==> src/rtl/serial_add_ctrl.sv <==
// Bit-serial adder controller: feeds one operand bit pair per cycle to an external full-adder cell.
// Optional macro SERIAL_ADD_OVF_EN adds a registered two's-complement overflow output (ovf).
module serial_add_ctrl #(
    parameter int unsigned WIDTH = 8
) (
    input  logic             clk,
    input  logic             rst_n,
    input  logic             start,
    input  logic [WIDTH-1:0] a,
    input  logic [WIDTH-1:0] b,
    input  logic             cin,
    output logic             busy,
    output logic             done,
    output logic [WIDTH-1:0] sum,
    output logic             cout,
    output logic             fa_i0,
    output logic             fa_i1,
    output logic             fa_ci,
    input  logic             fa_s,
    input  logic             fa_co
`ifdef SERIAL_ADD_OVF_EN
    ,
    output logic             ovf
`endif
);

    localparam int unsigned CW = $clog2(WIDTH + 1);

    typedef enum logic [1:0] {
        IDLE = 2'd0,
        RUN  = 2'd1,
        DONE = 2'd2
    } state_t;

    state_t           state_q, state_d;
    logic [WIDTH-1:0] a_q, a_d;
    logic [WIDTH-1:0] b_q, b_d;
    logic             carry_q, carry_d;
    logic [CW-1:0]    cnt_q, cnt_d;
    logic [WIDTH-1:0] sum_q, sum_d;
    logic             cout_q, cout_d;
    logic             done_q, done_d;
    logic             busy_q, busy_d;
    logic             fa_i0_q, fa_i0_d;
    logic             fa_i1_q, fa_i1_d;
    logic             fa_ci_q, fa_ci_d;
`ifdef SERIAL_ADD_OVF_EN
    logic             ovf_q, ovf_d;
`endif

    // Next-state and datapath update
    always_comb begin
        state_d = state_q;
        a_d     = a_q;
        b_d     = b_q;
        carry_d = carry_q;
        cnt_d   = cnt_q;
        sum_d   = sum_q;
        cout_d  = cout_q;
        done_d  = 1'b0;
`ifdef SERIAL_ADD_OVF_EN
        ovf_d   = ovf_q;
`endif
        case (state_q)
            IDLE: begin
                if (start) begin
                    a_d     = a;
                    b_d     = b;
                    carry_d = cin;
                    cnt_d   = '0;
                    sum_d   = '0;
                    state_d = RUN;
                end
            end
            RUN: begin
                a_d     = a_q >> 1;
                b_d     = b_q >> 1;
                sum_d   = {fa_s, sum_q[WIDTH-1:1]};
                carry_d = fa_co;
                cnt_d   = cnt_q + CW'(1);
                if (cnt_q == CW'(WIDTH - 1)) begin
                    state_d = DONE;
                    done_d  = 1'b1;
                    cout_d  = fa_co;
`ifdef SERIAL_ADD_OVF_EN
                    // carry_q here is the carry into the MSB
                    ovf_d   = carry_q ^ fa_co;
`endif
                end
            end
            DONE:    state_d = IDLE;
            default: state_d = IDLE;
        endcase

        // Cell inputs are pre-registered so they mirror A[0]/B[0]/carry while in RUN
        busy_d  = (state_d != IDLE);
        fa_i0_d = (state_d == RUN) ? a_d[0]  : 1'b0;
        fa_i1_d = (state_d == RUN) ? b_d[0]  : 1'b0;
        fa_ci_d = (state_d == RUN) ? carry_d : 1'b0;
    end

    always_ff @(posedge clk or negedge rst_n) begin
        if (!rst_n) begin
            state_q <= IDLE;
            a_q     <= '0;
            b_q     <= '0;
            carry_q <= 1'b0;
            cnt_q   <= '0;
            sum_q   <= '0;
            cout_q  <= 1'b0;
            done_q  <= 1'b0;
            busy_q  <= 1'b0;
            fa_i0_q <= 1'b0;
            fa_i1_q <= 1'b0;
            fa_ci_q <= 1'b0;
`ifdef SERIAL_ADD_OVF_EN
            ovf_q   <= 1'b0;
`endif
        end else begin
            state_q <= state_d;
            a_q     <= a_d;
            b_q     <= b_d;
            carry_q <= carry_d;
            cnt_q   <= cnt_d;
            sum_q   <= sum_d;
            cout_q  <= cout_d;
            done_q  <= done_d;
            busy_q  <= busy_d;
            fa_i0_q <= fa_i0_d;
            fa_i1_q <= fa_i1_d;
            fa_ci_q <= fa_ci_d;
`ifdef SERIAL_ADD_OVF_EN
            ovf_q   <= ovf_d;
`endif
        end
    end

    assign busy  = busy_q;
    assign done  = done_q;
    assign sum   = sum_q;
    assign cout  = cout_q;
    assign fa_i0 = fa_i0_q;
    assign fa_i1 = fa_i1_q;
    assign fa_ci = fa_ci_q;
`ifdef SERIAL_ADD_OVF_EN
    assign ovf   = ovf_q;
`endif

endmodule

==> config.mk <==
export PLATFORM = sky130hd
export DESIGN_NAME = serial_add_ctrl
export DESIGN_NICKNAME = d
export VERILOG_FILES = /design/src/rtl/serial_add_ctrl.sv
export SDC_FILE = /design/constraint.sdc
export NUM_CORES = 1
export LEC_CHECK = 0
export CORE_MARGIN = 1.5
export CORE_UTILIZATION = 44
export CTS_CLUSTER_DIAMETER = 80
export DETAILED_ROUTE_END_ITERATION = 6
export MAX_ROUTING_LAYER = met4
export PLACE_DENSITY = 0.71
export SLEW_MARGIN = 20
export SYNTH_ARGS = -nofsm -noshare
export SYNTH_HDL_FRONTEND = slang
export SYNTH_SLANG_ARGS = --single-unit
==> constraint.sdc <==
create_clock -name clk -period 1.7 [get_ports clk]
set_input_delay 0.17 -clock clk [delete_from_list [all_inputs] [get_ports clk]]
set_output_delay 0.17 -clock clk [all_outputs]
set_load 0.01 [all_outputs]
== Word level (Yosys, flattened, before mapping) ==
Index checks and enable logic that the tools add are counted.
Word-level totals
  flip-flop bits (word level): 37
  input bits: 22
  output and inout port bits: 14
  logic and storage cells: 42
Cells by class
  add/sub/neg operators: 1
  eq/ne operators: 4
  multiplexer cells: 18
  reductions and logical operators: 5
Operator list (count)
  8-bit case mux with 2 select lines: 3
  8-bit 2-to-1 mux: 3
  4-bit case mux with 2 select lines: 1
  1-bit 2-to-1 mux: 6
  4-bit by 1-bit adder with 4-bit output, second input constant: 1
  2-bit by 1-bit equality test with 1-bit output, second input constant: 2
  4-bit by 3-bit equality test with 1-bit output, second input constant: 1
  2-bit 2-to-1 mux: 2
  4-bit 2-to-1 mux: 1
  2-bit case mux with 2 select lines: 1
  2-bit AND reduction: 2
  2-bit nonzero test: 2
  2-bit logical NOT: 1
  2-bit inequality test, second input constant: 1
  1-bit case mux with 2 select lines: 1

== Longest topological paths before layout ==
  word-level depth: 5
  mapped depth: 5
  gate-level depth less buffers: 4

== Worst setup path after synthesis ==
Ideal clock, no wire load.
  path kind: register -> register
  from: register state_q[1]
  to: register cout_q, in the netlist cout
  library setup time: 125 ps
  arrival time: 1182 ps
  data required time: 1575 ps
  setup slack: 393 ps
  stages on the path, launching flop included: 5
  path buffers: 1
  period minus slack after synthesis: 1307 ps
  cell sequence: dfrtp_1 > nand2b_1 > buf_6 > nor3_4 > mux2_4
On the way
  longest elaborated chain between the ends: 2
RTL lines
  start: declaration: RTL line 35  | state_t state_q, state_d;
  start signal: assignment: RTL line 120  | state_q <= state_d;
  2-bit by 1-bit equality test with 1-bit output: RTL line 64  | case (state_q)
  2-bit AND reduction (no source line)
  end signal: assignment: RTL line 126  | cout_q <= cout_d;
  end: declaration: RTL line 41  | logic cout_q, cout_d;
Every way passes these cells.
A chain may end at the register's enable or synchronous reset.

== Worst setup path in the final report ==
  from: register sum_q[2], in the netlist sum[2]
  to: output port sum[2]
RTL lines
  start: declaration: RTL line 40  | logic [WIDTH-1:0] sum_q, sum_d;
  start signal: assignment: RTL line 125  | sum_q <= sum_d;
  end: declaration: RTL line 14  | output logic [WIDTH-1:0] sum,
No word-level cell between the ends.

==> impl.org <==
** Status
- Outcome :: finished, final reports clean

** Setup path
- In this design, the largest share of critical-path delay is due to buffers and inverters.
- The worst register-to-register path begins at state_q[0].
- Traced cell by cell, the critical path runs through clkdlybuf4s50_1.
- CP Class :: reg2out
- STA puts the critical path data arrival time at 1.27 ns.
- Worst flop-to-flop path endpoint :: fa_i1
- Capturing element type of the critical path :: output port
- Number of stages on the worst setup path :: 1
- On the critical path, the stage with the largest delay is an instance of sky130_fd_sc_hd__clkdlybuf4s50_1.
- Worst setup slack for register-to-register paths :: 0.30 ns
- Worst Reg2Reg Path Length in Cells :: 4
- Required @ worst endpoint :: 1.53 ns
- Of all nets on the critical path, the largest fanout is 3.
- Count of buffer and inverter cells on the critical path :: 1
- Worst Setup Start Kind :: flop
- On the worst path, the slowest cell contributes a delay of around 0.55 ns.

** CTS
- Number of sinks handled by clock tree synthesis :: 37
- Counting the buffers created by CTS gives 5.
- The clock reaches the later pin of the worst-skew pair after 0.33 ns.
- Count of cells resized by post-cts repair :: 0
- Clock tree from TritonCTS :: yes
- Number of buffers added to fix hold violations after cts :: 0
- Post CTS Setup Buffer Count :: 0
- Clock transition time at the flip-flop clock pins of the worst setup and hold paths :: 0.10 ns
- Clock tree root buffer cell :: sky130_fd_sc_hd__clkbuf_4
- Depth of the CTS H-tree :: 2
- In this run the deepest clock path goes through 2 buffers.

** Floorplanning
- Number of top-level design ports :: 36
- Chip height :: around 63 µm
- Once the floorplan was initialized, standard cells occupied about 47% of the core.
- Number of rows in the core area :: 21
- The core region is 3390 µm².
- The die covers 3970 µm².
- Width of the die :: 63.0 µm

** Timing
- Setup violations remaining at the end of the flow were counted as 0.
- Setup repair after global routing left no endpoint under its margin.
- Fmax :: 696 MHz
- Pins Over Slew Limit :: 0
- Max-Slew Margin vs Limit :: 69.4%
- Between clock sinks in the finished design, the worst skew comes to 0.0106 ns.
- Final Hold Violating Endpoints :: 0
- PnR worst setup slack :: 0.264 ns
- Slew at the pin with the worst max-slew slack :: 0.460 ns
- Final critical-path share of the clock period :: 84.5%
- Final sum of negative setup slack :: 0 ns
- The worst path in the final design needs a cycle of 1.44 ns, including I/O delays and setup.

** Layout
- Post-layout net count :: 203
- Filler cell count :: around 290
- The finished layout holds 226 standard cells, fillers aside.
- Antenna cells :: 0
- Relative to the synthesized area, the layout overhead comes to 28.5%.
- Layout cell share with drive strength beyond 1 :: 9.44%
- At the end of the flow the core is filled with cells to about 60%.
- Across the whole layout, storage elements account for 926 µm².
- In the layout the commonest cells are sky130_fd_sc_hd__dfrtp_1 (37), sky130_fd_sc_hd__clkdlybuf4s50_1 (35), sky130_fd_sc_hd__o22ai_1 (27).
- The library cell used most frequently in the layout, excluding fill and tap cells, is sky130_fd_sc_hd__dfrtp_1.
- Area of the multi-input gates :: 574 µm²

** Drt
- Once detail routing completed, the nets flagged for antenna violations numbered 0.
- Detail-routed net length per standard cell :: 15.1 µm
- Met1 layer wirelength in the final routing :: 1550 µm
- Detailed routing placed a total of 129 µm of wire on met3.
- After detailed routing, the met2 layer carries 1690 µm of wire.
- In this run the top signal layer used is met4.
- After detailed routing, the number of vias per cell comes to about 5.6.
- For this run, design rule violations remaining after detail routing come to 0.
- For this block, the initial DRC count from the detailed router was approximately 80.
- Via count :: 1,268
- For this block, the routed nets add up to 3420 µm of wire.
- The first detailed-routing pass took 4 iterations.

** Logic synthesis
- Yosys mapped the design onto 27 distinct sky130hd cell types.
- Fraction of the yosys area taken by sequential cells :: 58.5%
- A synthesized cell averages 11.2 µm².
- The number of nets handed over by synthesis was 164.
- Synthesis inferred 37 register bits.
- After technology mapping, the gate count stands at 141.
- Yosys warnings :: 0
- In this run the cell area of the synthesized design comes to between 1500 and 2000 µm².

** Place
- The number of placed instances, taps included, is 219.
- The congestion estimate from routability-driven global placement came to 0.761.
- Input and output buffers added on the ports amount to 35.
- Total half-perimeter wirelength after legalization and detailed placement :: 2410 µm
- Worst setup slack after placement :: around 0.21 ns

** Job
- Across the run, the number of max-cap violations was 0.

** GRT
- The number of antenna violations at the first check in global routing came to 0.
- Entering global routing, the biggest net connects 38 pins.
- Overall Global Routing Usage :: around 19%
- For this run the aggregate overflow at the end of global routing stands at 0.
- Number of global-route vias before repair :: 1,250
- Global-route wire length before repair :: 5800 µm

** Power and ir drop
- Power comes to 3.59 mW.
- Reported leakage power :: roughly 0.84 nW
- Power spread over the standard cell area amounts to 1760 nW/µm².
- IR analysis of the VDD net gives a maximum drop of 0.000921 V.

** Min path
- The path class of the tightest hold or removal check is in2async.
## logic make-up after synthesis
logic type      count (synthesis)  synth area share (%)
flops                          37                  58.5
mux                             1                 0.948
buf+inv                        15                  5.22
compound gates                 62                  25.5
simple gates                   25                  9.01
fa+ha+maj                       1                 0.790
## through the flow
stage | cell area (µm²) | hold slack, ns
after floorplan | 1580 | -0.126
after global placement | 1980 | 0.485
after detailed placement | 1980 | 0.495
after CTS | 2030 | 0.254
after global routing | 2030 | 0.289
final | 2030 | 0.257
## worst max path at each step
stage | endpoint | start | slack, ns
3_5_place_dp | fa_i1 | start | 0.21
6_report | sum[2] | sum[2] | 0.26
2_1_floorplan | cout | state_q[1] | 0.39
4_1_cts | sum[4] | sum[4] | 0.24
3_3_place_gp | fa_i1 | start | 0.26
5_1_grt | fa_i1 | state_q[0] | 0.18
## cell usage after synthesis, drive strengths merged
master	instances	area [µm²]
dfrtp	37	926
ha	1	12.5
clkbuf	2	7.51
a22o	9	78.8
nor3b	2	15.0
o311ai	1	16.3
nand3	1	5.00
a41oi	1	8.76
o22ai	27	169
inv	5	18.8
a31oi	1	6.26
nand2b	2	12.5
buf	8	56.3
nor2	3	11.3
o21bai	1	7.51
nor2b	3	18.8
and2b	2	15.0
mux2	1	15.0
nand2	6	22.5
nor3	5	36.3
o32ai	2	17.5
o21ai	4	20.0
a21oi	16	80.1
or2	1	6.26
## area by class of cell
cell class / count / share of cell area [%]
clock buffer: 7 / 2.71
inverter: 5 / 0.923
multi-input combinational: 89 / 28.2
sequential: 37 / 45.5
tap: 46 / 2.83
timing repair buffer: 42 / 19.8
## per-layer routing
metal,track usage [%],vias up
met5,-,-
met2,29.9,23
li1,-,616
met1,24.9,624
met3,5.23,5
met4,6.67,0
## power by group
group | total (mW) | leakage, nW | internal [mW] | switching [mW]
clock network | 0.452 | 0.0314 | 0.195 | 0.257
registers | 1.62 | 0.452 | 1.28 | 0.338
logic | 1.52 | 0.359 | 0.796 | 0.719
total | 3.59 | 0.843 | 2.27 | 1.31
## registers in the layout, summed over array words and instances, names as in the netlist
| name | flops |
|---|---|
| a_q | 8 |
| busy | 1 |
| sum | 8 |
| cnt_q | 4 |
| cout | 1 |
| state_q | 2 |
| fa_i0 | 1 |
| fa_ci | 1 |
| done | 1 |
| b_q | 8 |
| carry_q | 1 |
| fa_i1 | 1 |
Note: power is estimated with default switching activity, not from simulation.
